[config.mk]
export PLATFORM = sky130hd
export DESIGN_NAME = hs32_mpu_pipe
export DESIGN_NICKNAME = d
export VERILOG_FILES = /design/src/rtl/hs32_mpu_pkg.sv /design/src/rtl/hs32_mpu_match.sv /design/src/rtl/hs32_mpu_pipe.sv
export SDC_FILE = /design/constraint.sdc
export NUM_CORES = 2
export LEC_CHECK = 0
export BUFFER_PORTS_ARGS = -buffer_cell sky130_fd_sc_hd__buf_4
export CORE_UTILIZATION = 51
export CTS_CLUSTER_DIAMETER = 60
export DETAILED_ROUTE_END_ITERATION = 10
export GPL_TIMING_DRIVEN = 0
export PLACE_DENSITY = 0.72
export SYNTH_ARGS = -nofsm -noshare
export SYNTH_HDL_FRONTEND = slang
export SYNTH_SLANG_ARGS = --single-unit
[constraint.sdc]
create_clock -name clk -period 5.3 [get_ports clk]
set_input_delay 0.795 -clock clk [delete_from_list [all_inputs] [get_ports clk]]
set_output_delay 0.795 -clock clk [all_outputs]
set_load 0.05 [all_outputs]
[src/rtl/hs32_mpu_pkg.sv]
// Shared types for the hs32 memory protection unit: access encodings, ATTR word
// layout, the region entry record and the region size clamp.
package hs32_mpu_pkg;

    typedef enum logic [1:0] {
        ACC_R    = 2'b00,
        ACC_W    = 2'b01,
        ACC_X    = 2'b10,
        ACC_NONE = 2'b11
    } acc_t;

    localparam int ATTR_EN      = 0;
    localparam int ATTR_LOCK    = 1;
    localparam int ATTR_PERM_LO = 2;
    localparam int ATTR_SIZE_LO = 6;
    localparam int ATTR_SRD_LO  = 16;
    localparam int ATTR_TAG_LO  = 24;

    // size is 6 bits so a full 4 GiB region (size 32) stays representable in the matcher
    typedef struct packed {
        logic [31:0] base;
        logic        en;
        logic        lock;
        logic [2:0]  perm;    // {X, W, R}
        logic [5:0]  size;
        logic [7:0]  srd;
        logic [7:0]  tag;
    } region_t;

    function automatic logic [5:0] clamp_size(input logic [4:0] raw, input int min_sz);
        if (int'(raw) < min_sz) begin
            return 6'(min_sz);
        end
        return {1'b0, raw};
    endfunction

endpackage

[src/rtl/hs32_mpu_match.sv]
// Combinational comparator for one region entry: range, tag and subregion match,
// plus the permission bit for the requested access type.
module hs32_mpu_match
    import hs32_mpu_pkg::*;
#(
    parameter int NUM_SUBRGN = 8,
    parameter int TAG_W      = 3
) (
    input  region_t          rgn,
    input  logic [31:0]      addr,
    input  logic [TAG_W-1:0] tag,
    input  logic [1:0]       acc,
    output logic             hit,
    output logic             allow
);

    localparam int SUB_BITS = $clog2(NUM_SUBRGN);

    logic       in_range;
    logic [2:0] sub_idx;
    logic       unused_lock;

    assign unused_lock = rgn.lock;

    always_comb begin
        in_range = (((addr ^ rgn.base) >> rgn.size) == 32'd0);
        // subregion index is the top SUB_BITS bits below the region size
        sub_idx  = 3'((addr >> (rgn.size - 6'(SUB_BITS))) & 32'(NUM_SUBRGN - 1));
        hit      = rgn.en && (rgn.tag == 8'(tag)) && in_range && rgn.srd[sub_idx];
        case (acc_t'(acc))
            ACC_R:   allow = rgn.perm[0];
            ACC_W:   allow = rgn.perm[1];
            ACC_X:   allow = rgn.perm[2];
            default: allow = 1'b0;
        endcase
    end

endmodule

[src/rtl/hs32_mpu_pipe.sv]
// Pipelined MPU: region table with CSR port, priority pick across per-region
// comparators, 1-cycle registered valid/ready response and sticky first-fault capture.
module hs32_mpu_pipe
    import hs32_mpu_pkg::*;
#(
    parameter int NUM_REGNS     = 8,
    parameter int NUM_SUBRGN    = 8,
    parameter int TAG_W         = 3,
    parameter int MIN_SZ        = 5,
    parameter bit DEFAULT_ALLOW = 1'b0
) (
    input  logic                         clk,
    input  logic                         rstn,
    input  logic                         cfg_we,
    input  logic [$clog2(NUM_REGNS)-1:0] cfg_idx,
    input  logic                         cfg_sel,
    input  logic [31:0]                  cfg_wdata,
    output logic [31:0]                  cfg_rdata,
    input  logic                         req_valid,
    output logic                         req_ready,
    input  logic [31:0]                  req_addr,
    input  logic [TAG_W-1:0]             req_tag,
    input  logic [1:0]                   req_acc,
    output logic                         rsp_valid,
    input  logic                         rsp_ready,
    output logic                         rsp_ok,
    output logic                         rsp_hit,
    output logic [$clog2(NUM_REGNS)-1:0] rsp_rgn,
    output logic                         fault_valid,
    output logic [31:0]                  fault_addr,
    output logic [1:0]                   fault_acc,
    output logic [TAG_W-1:0]             fault_tag,
    input  logic                         fault_clr
);

    localparam int         IDX_W    = $clog2(NUM_REGNS);
    localparam logic [7:0] SRD_MASK = 8'((1 << NUM_SUBRGN) - 1);
    localparam logic [7:0] TAG_MASK = 8'((1 << TAG_W) - 1);

    region_t rgn_q [NUM_REGNS];
    region_t rgn_d [NUM_REGNS];
    region_t rd_rgn;

    logic [NUM_REGNS-1:0] hit_vec;
    logic [NUM_REGNS-1:0] allow_vec;
    logic                 win_hit;
    logic                 win_ok;
    logic [IDX_W-1:0]     win_rgn;
    logic                 accept;

    logic             rsp_valid_q, rsp_valid_d;
    logic             rsp_ok_q, rsp_ok_d;
    logic             rsp_hit_q, rsp_hit_d;
    logic [IDX_W-1:0] rsp_rgn_q, rsp_rgn_d;
    logic             fault_valid_q, fault_valid_d;
    logic [31:0]      fault_addr_q, fault_addr_d;
    logic [1:0]       fault_acc_q, fault_acc_d;
    logic [TAG_W-1:0] fault_tag_q, fault_tag_d;

    logic [6:0] unused_bits;
    assign unused_bits = {cfg_wdata[15:11], cfg_wdata[5], rd_rgn.size[5]};

    always_comb begin
        for (int i = 0; i < NUM_REGNS; i++) begin
            rgn_d[i] = rgn_q[i];
            if (cfg_we && (cfg_idx == IDX_W'(i)) && !rgn_q[i].lock) begin
                if (cfg_sel) begin
                    rgn_d[i].en   = cfg_wdata[ATTR_EN];
                    rgn_d[i].lock = cfg_wdata[ATTR_LOCK];
                    rgn_d[i].perm = cfg_wdata[ATTR_PERM_LO +: 3];
                    rgn_d[i].size = clamp_size(cfg_wdata[ATTR_SIZE_LO +: 5], MIN_SZ);
                    rgn_d[i].srd  = cfg_wdata[ATTR_SRD_LO +: 8] & SRD_MASK;
                    rgn_d[i].tag  = cfg_wdata[ATTR_TAG_LO +: 8] & TAG_MASK;
                end else begin
                    rgn_d[i].base = cfg_wdata;
                end
            end
        end
    end

    always_ff @(posedge clk or negedge rstn) begin
        if (!rstn) begin
            for (int i = 0; i < NUM_REGNS; i++) begin
                rgn_q[i] <= '0;
            end
        end else begin
            for (int i = 0; i < NUM_REGNS; i++) begin
                rgn_q[i] <= rgn_d[i];
            end
        end
    end

    always_comb begin
        rd_rgn    = rgn_q[cfg_idx];
        cfg_rdata = rd_rgn.base;
        if (cfg_sel) begin
            cfg_rdata = {rd_rgn.tag, rd_rgn.srd, 5'b0, rd_rgn.size[4:0], 1'b0,
                         rd_rgn.perm, rd_rgn.lock, rd_rgn.en};
        end
    end

    for (genvar gi = 0; gi < NUM_REGNS; gi++) begin : g_match
        hs32_mpu_match #(
            .NUM_SUBRGN (NUM_SUBRGN),
            .TAG_W      (TAG_W)
        ) u_match (
            .rgn   (rgn_q[gi]),
            .addr  (req_addr),
            .tag   (req_tag),
            .acc   (req_acc),
            .hit   (hit_vec[gi]),
            .allow (allow_vec[gi])
        );
    end

    // Scan from the top down so the lowest matching index overwrites the rest
    always_comb begin
        win_hit = 1'b0;
        win_rgn = '0;
        win_ok  = DEFAULT_ALLOW && (req_acc != ACC_NONE);
        for (int i = NUM_REGNS - 1; i >= 0; i--) begin
            if (hit_vec[i]) begin
                win_hit = 1'b1;
                win_rgn = IDX_W'(i);
                win_ok  = allow_vec[i];
            end
        end
    end

    assign req_ready = !rsp_valid_q || rsp_ready;
    assign accept    = req_valid && req_ready;

    always_comb begin
        rsp_valid_d   = rsp_valid_q;
        rsp_ok_d      = rsp_ok_q;
        rsp_hit_d     = rsp_hit_q;
        rsp_rgn_d     = rsp_rgn_q;
        fault_valid_d = fault_valid_q && !fault_clr;
        fault_addr_d  = fault_addr_q;
        fault_acc_d   = fault_acc_q;
        fault_tag_d   = fault_tag_q;
        if (accept) begin
            rsp_valid_d = 1'b1;
            rsp_ok_d    = win_ok;
            rsp_hit_d   = win_hit;
            rsp_rgn_d   = win_rgn;
            if (!win_ok && !fault_valid_d) begin
                fault_valid_d = 1'b1;
                fault_addr_d  = req_addr;
                fault_acc_d   = req_acc;
                fault_tag_d   = req_tag;
            end
        end else if (rsp_ready) begin
            rsp_valid_d = 1'b0;
        end
    end

    always_ff @(posedge clk or negedge rstn) begin
        if (!rstn) begin
            rsp_valid_q   <= 1'b0;
            rsp_ok_q      <= 1'b0;
            rsp_hit_q     <= 1'b0;
            rsp_rgn_q     <= '0;
            fault_valid_q <= 1'b0;
            fault_addr_q  <= '0;
            fault_acc_q   <= '0;
            fault_tag_q   <= '0;
        end else begin
            rsp_valid_q   <= rsp_valid_d;
            rsp_ok_q      <= rsp_ok_d;
            rsp_hit_q     <= rsp_hit_d;
            rsp_rgn_q     <= rsp_rgn_d;
            fault_valid_q <= fault_valid_d;
            fault_addr_q  <= fault_addr_d;
            fault_acc_q   <= fault_acc_d;
            fault_tag_q   <= fault_tag_d;
        end
    end

    assign rsp_valid   = rsp_valid_q;
    assign rsp_ok      = rsp_ok_q;
    assign rsp_hit     = rsp_hit_q;
    assign rsp_rgn     = rsp_rgn_q;
    assign fault_valid = fault_valid_q;
    assign fault_addr  = fault_addr_q;
    assign fault_acc   = fault_acc_q;
    assign fault_tag   = fault_tag_q;

endmodule

== Word level (Yosys, flattened, before mapping) ==
Cells that the tools add are included.

* Output and inout bits: 77
* Bits in registers: 476
* Input port bits: 79
* Word-level logic and storage cells: 284

* Shift-type cells: 16
* Mux-type cells: 75
* Equality and inequality tests: 17
* Order comparisons: 10
* Add/sub/neg operators: 8
* Bitwise logic cells: 10
* Reduce and logical (&&, ||, !) cells: 84

{| class="wikitable"
|+ Operators with widths
! cell !! number
|-
| 32-bit zero test || 8
|-
| 32-bit by 6-bit >> shifter with 3-bit output || 8
|-
| 32-bit by 6-bit >> shifter with 32-bit output || 8
|-
| 32-bit XOR || 8
|-
| 59-bit binary-select mux with 3-bit select || 1
|-
| 59-bit 2-to-1 mux || 2
|-
| 6-bit 2-to-1 mux || 9
|-
| 6-bit by 2-bit subtractor with 6-bit output, second input constant || 8
|-
| 1-bit logical AND || 43
|-
| 1-bit 2-to-1 mux || 38
|-
| 2-bit AND reduction || 17
|-
| 3-bit by 4-bit less-than comparator with 1-bit output, second input constant || 8
|-
| 32-bit 2-to-1 mux || 1
|-
| 1-bit binary-select mux with 3-bit select || 8
|-
| 3-bit equality test || 8
|-
| 3-bit 2-to-1 mux || 8
|-
| 1-bit case mux with 3 select lines || 8
|-
| 3-bit equality test, second input constant || 4
|-
| 1-bit zero test || 12
|-
| 3-bit by 2-bit equality test with 1-bit output, second input constant || 2
|-
| 5-bit by 3-bit less-than comparator with 1-bit output, second input constant || 1
|-
| 4-bit >= comparator, second input constant || 1
|-
| 3-bit NOT with 4-bit output || 1
|-
| 3-bit by 1-bit equality test with 1-bit output, second input constant || 1
|-
| 7 further kinds || 7
|}

== Longest topological paths before layout ==
* Word-level depth: 17
* Gate-level depth with buffers: 17
* Depth with buffers taken out: 13

== Cells and area by module ==
Synthesis repeated with hierarchy kept, for this count alone.

* Cells, all modules: 3335
* Area, all modules: 37793.7 um^2

{| class="wikitable"
|+ By module, submodules not included
! module !! seq. area each (um^2) !! area each (um^2) !! cells each !! times used
|-
| hs32_mpu_pipe || 11711.2 || 20777.4 || 1287 || 1
|-
| hs32_mpu_match || 0.0 || 2127.0 || 256 || 8
|}

== Worst setup path before layout ==
No wires, ideal clock.

* Path type: input-to-reg
* Start: in req_addr[21]
* End: reg fault_addr_q[10], in the netlist fault_addr[10]
* Arrival: 4441 ps
* Setup slack: 732 ps
* Cell stages on the path: 14
* Path buffers: 4
* Library setup time: 128 ps
* Path through: buf_2 > buf_1 > buf_1 > xor2_1 > or4_1 > a211oi_1 > o221ai_1 > a221oi_1 > nor2_1 > nor4_2 > o21ai_0 > o311ai_4 > buf_6 > mux2_1

* Longest elaborated chain between the ends: 16
* Elaborated cells on any way between the ends: 75
* Those cells by class: shift (16); mux (24); bitwise (8); reduce/logical (27)

{| class="wikitable"
|+ RTL lines
! item !! RTL line !! source
|-
| start, declared || hs32_mpu_pipe.sv:21 || <nowiki>input logic [31:0] req_addr,</nowiki>
|-
| 32-bit XOR || hs32_mpu_match.sv:26 || <nowiki>in_range = (((addr ^ rgn.base) >> rgn.size) == 32'd0);</nowiki>
|-
| 32-bit by 6-bit >> shifter with 32-bit output || hs32_mpu_match.sv:26 ||
|-
| 32-bit zero test || hs32_mpu_match.sv:26 ||
|-
| 1-bit logical AND (2 in series) || hs32_mpu_match.sv:29 || <nowiki>hit = rgn.en && (rgn.tag == 8'(tag)) && in_range && rgn.srd[sub_idx];</nowiki>
|-
| 1-bit 2-to-1 mux (7 in series) || hs32_mpu_pipe.sv:122 || <nowiki>if (hit_vec[i]) begin</nowiki>
|-
| 1-bit 2-to-1 mux (*) || hs32_mpu_pipe.sv:122 ||
|-
| 1-bit zero test (*) || hs32_mpu_pipe.sv:147 || <nowiki>if (!win_ok && !fault_valid_d) begin</nowiki>
|-
| 1-bit logical AND (*) || hs32_mpu_pipe.sv:147 ||
|-
| 2-bit AND reduction (no line) (*) || n/a ||
|-
| end signal, assigned || hs32_mpu_pipe.sv:174 || <nowiki>fault_addr_q <= fault_addr_d;</nowiki>
|-
| end, declared || hs32_mpu_pipe.sv:56 || <nowiki>logic [31:0] fault_addr_q, fault_addr_d;</nowiki>
|}

Every way passes the cells marked *; elsewhere a longest branch is shown, timed or not. The select of a mux whose other input is x is not followed.
A chain may end at the register's enable or synchronous reset.

== Worst setup path in the final report ==
* Start: in req_addr[21]
* End: reg fault_addr_q[9], in the netlist fault_addr[9]

The elaborated chain is that of the path after synthesis.

==> metrics <==
Hold Vio Cnt, Final 0; CP delay by family, top compound AO/OA/AOI/OAI gates; Die Y roughly 270 um; All-Layer GR Usage 46.7%; die width about 270 um; clock share of power 19.3%; Sw Share 46.3%; total grt overflow 0; crit-path cells buf_2 -> clkdlybuf4s18_2 -> buf_4 -> xnor2_1 -> a32oi_1 -> mux2_2 -> a222oi_1 -> o32a_1 -> o211a_1 -> a2111o_1 -> a21oi_2 -> o311ai_4 -> buf_12 -> buf_6 -> mux2_1; layout cell share with drive strength beyond 1 approximately a third; RSZ-0062 raised after global routing false; # hold bufs at CTS 0; # rows 98; Slew HR under 10%; violations in the final reports setup timing; VDD IR-drop max ~320 uV; Post-synth EDFFs 0; Clk pin slew, worst setup/hold paths 60 ps; Worst Hold Class in2async; FFs w/ async S/R, synth 100%; global placement routability congestion 1.11; Post-Route WL around 170,000 um; CP required ~5800 ps; Synth area leaders dfrtp_1 32%, mux4_2 17%, mux2_2 12%; core box area between 70,000 and 80,000 sq um; Via density around 7.4; fin nets approximately 3,700; Final Setup Violations 37; Achievable Freq around 180 MHz; startpoint types input port; Synth Warn # 0; status finished with violations; ys flop type dfrtp_1; worst-margin pin slew around 1500 ps; Area after DPL approximately 39,000 sq um; final instance area roughly 42,000 sq um; Worst Path Arrival slightly above 6000 ps; wire per inst about 38 um; CP Max Fanout 10; Max Cap Viol 0; pin count of the biggest net entering global routing approximately 100; Detailed Routing Iterations Pass 1 9; Ports 156; post-synthesis cell count 3,366; max-slew violation count 0; input/output buffers 136; post-synthesis sequential area ratio a little under a third; count leader, synth dfrtp_1; Slowest Stage Delay on Critical Path 970 ps; Mapped Nets roughly 3,500; Critical Path End Type flop; Final WS setup -231 ps; Netlist Area Pre-Place roughly 37,000 sq um; Tcrit/Tclk final 104%; Clock Tree Buf Depth 3; area grow syn2layout 13.6%; FF+latch count, synth ~470; Pint about 12 mW; Place WS -2170 ps; clk root buf clkbuf_16; Final Critical Period roughly 5500 ps; first-pass GRT wire length about 240,000 um; cts bufs inserted 59; most frequent cells after synthesis 468 x dfrtp_1, 405 x mux2_2, 283 x mux4_2; Pwr Density between 500 and 600 nW/um^2; DRC 0; critical path class in2reg; Hold Slack about 170 ps; dominant cell type by area after synthesis dfrtp_1; DP HPWL between 100,000 and 150,000 um; synthesized area per cell approximately 11 sq um; via count 33,800; leakage roughly 17 nW; worst-skew pair later-pin latency between 600 and 700 ps; Setup Skew between 40 and 50 ps; vias in the first global route roughly 32,000; H-tree levels 2; NetSw ~10 mW; DRT antenna net count 0; slowest CP cell a222oi_1; share of the synthesized area in the top cell type between 30% and 40%; # clock sinks 468; sequential share of power 24.7%; Comb power frac between 50 and 60%; Synth cell types 91; Starting Density around half; Starting DRT DRC Count 5,280; CTS tree built; crit path buf inv count 5; initial antenna violation count 11; die area between 70,000 and 80,000 sq um
## registers in the layout, summed over array words and instances, names as in the netlist
signal / flops
rgn_q: 424
fault_addr: 32
fault_tag: 3
rsp_rgn: 3
fault_acc: 2
fault_valid: 1
rsp_hit: 1
rsp_ok: 1
rsp_valid: 1
## power groups by stage
stage | Clock, mW | Sequential, mW | Combinational, mW
6_report | 4.31 | 5.54 | 12.5
4_1_cts | 4.30 | 5.45 | 11.7
3_5_place_dp | 0 | 5.51 | 11.5
3_3_place_gp | 0 | 5.46 | 11.4
2_1_floorplan | 0 | 5.31 | 7.90
5_1_grt | 4.43 | 5.59 | 12.9
## cell families (layout without fill, tap and decap cells)
family / count (synthesis) / in the layout / synth area share (%)
buffers and inverters: 393 / 654 / 4.67
adder cells (fa/ha/maj): 8 / 8 / 0.271
XOR/XNOR: 323 / 323 / 7.76
other: 0 / 8 / 0
flip-flops: 468 / 468 / 31.7
AO/OA/AOI/OAI: 515 / 515 / 9.75
multiplexers: 950 / 950 / 36.9
AND/OR/NAND/NOR: 709 / 709 / 8.99
## cell usage in the layout (no fill, tap or decap), types with 17 or more instances in the layout
| master | Yosys | final |
|---|---|---|
| clkbuf_1 | 153 | 135 |
| mux2_2 | 405 | 405 |
| xnor2_1 | 168 | 161 |
| o21ai_0 | 92 | 92 |
| clkbuf_16 | 0 | 59 |
| mux4_2 | 283 | 283 |
| mux2i_1 | 229 | 229 |
| xor2_1 | 151 | 148 |
| mux2_1 | 31 | 31 |
| inv_1 | 48 | 48 |
| a31oi_1 | 29 | 26 |
| nor3_1 | 63 | 58 |
| a32oi_1 | 19 | 18 |
| nand2_1 | 232 | 232 |
| a21oi_1 | 103 | 101 |
| buf_1 | 62 | 49 |
| o211ai_1 | 34 | 34 |
| buf_2 | 87 | 73 |
| and3_1 | 18 | 18 |
| nand3_1 | 77 | 75 |
| buf_4 | 29 | 188 |
| nand2b_1 | 23 | 23 |
| clkbuf_2 | 2 | 18 |
| a211oi_1 | 41 | 40 |
| nor2b_1 | 17 | 17 |
| nor2_1 | 173 | 172 |
| dfrtp_1 | 468 | 468 |
| and2_1 | 19 | 19 |
| clkbuf_4 | 0 | 19 |
## final cells by class
class	count	area, sq um
fill	6201	29600
sequential	468	11700
clock inverter	31	425
tap	950	1190
antenna	8	20.0
buffer	333	1650
clock buffer	77	1630
timing repair buffer	157	1310
multi-input combinational	2505	23800
inverter	56	210
## routing by layer
layer	global-route usage [%]	vias up	share of wire (%)
li1	-	13100	-
met1	58.8	16900	36
met2	62.2	3009	39
met3	25.6	791	18
met4	27.6	10	7.6
met5	1.41	-	0.18
## worst paths after layout
check | slack, ps | to | depth (start not counted) | startpoint
max | -230 | fault_addr[9]$_DFFE_PN0P_ | 15 | req_addr[21]
min | 170 | fault_addr[14]$_DFFE_PN0P_ | 1 | rstn
max reg2reg | 10 | fault_addr[9]$_DFFE_PN0P_ | 16 | rgn_q[370]$_DFFE_PN0P_
min reg2reg | 490 | fault_addr[30]$_DFFE_PN0P_ | 1 | fault_addr[30]$_DFFE_PN0P_
max in group asynchronous | 3610 | rgn_q[135]$_DFFE_PN0P_ | 3 | rstn
min in group clk | 330 | rsp_valid$_DFFE_PN0P_ | 2 | req_valid
## worst register-to-register path, stage by stage (launching register included)
cell      delay [ps]
dfrtp_1          370
clkbuf_1         490
inv_2            240
clkbuf_2         320
mux2i_1          310
nand4_1          210
a22oi_1          300
o221ai_1         150
a222oi_1         880
o32a_1           300
o211a_1          330
a2111o_1         170
a21oi_2           60
o311ai_4         340
buf_12           190
buf_6            170
mux2_1           340
## through the flow
stage / utilization, % / TNS [ps] / instances / power, mW
after global routing: 58.6 / 0 / 4578 / 22.9
after floorplan: - / 0 / 3366 / 13.2
after CTS: 58.2 / 0 / 4572 / 21.4
after global placement: 54.7 / -855490 / 4452 / 16.9
after detailed placement: 54.9 / -85360 / 4458 / 17.0
final: 58.6 / -6520 / 4585 / 22.4
## repair_timing
item                                    in CTS  in global routing
pin swaps                                    7                  7
gates cloned                                 0                  0
endpoints found under the setup margin      43                 37
hold endpoints to repair                     0                  0
resized for setup                           75                 64
setup buffers                                8                  6
(Power assumes the default switching activity.)
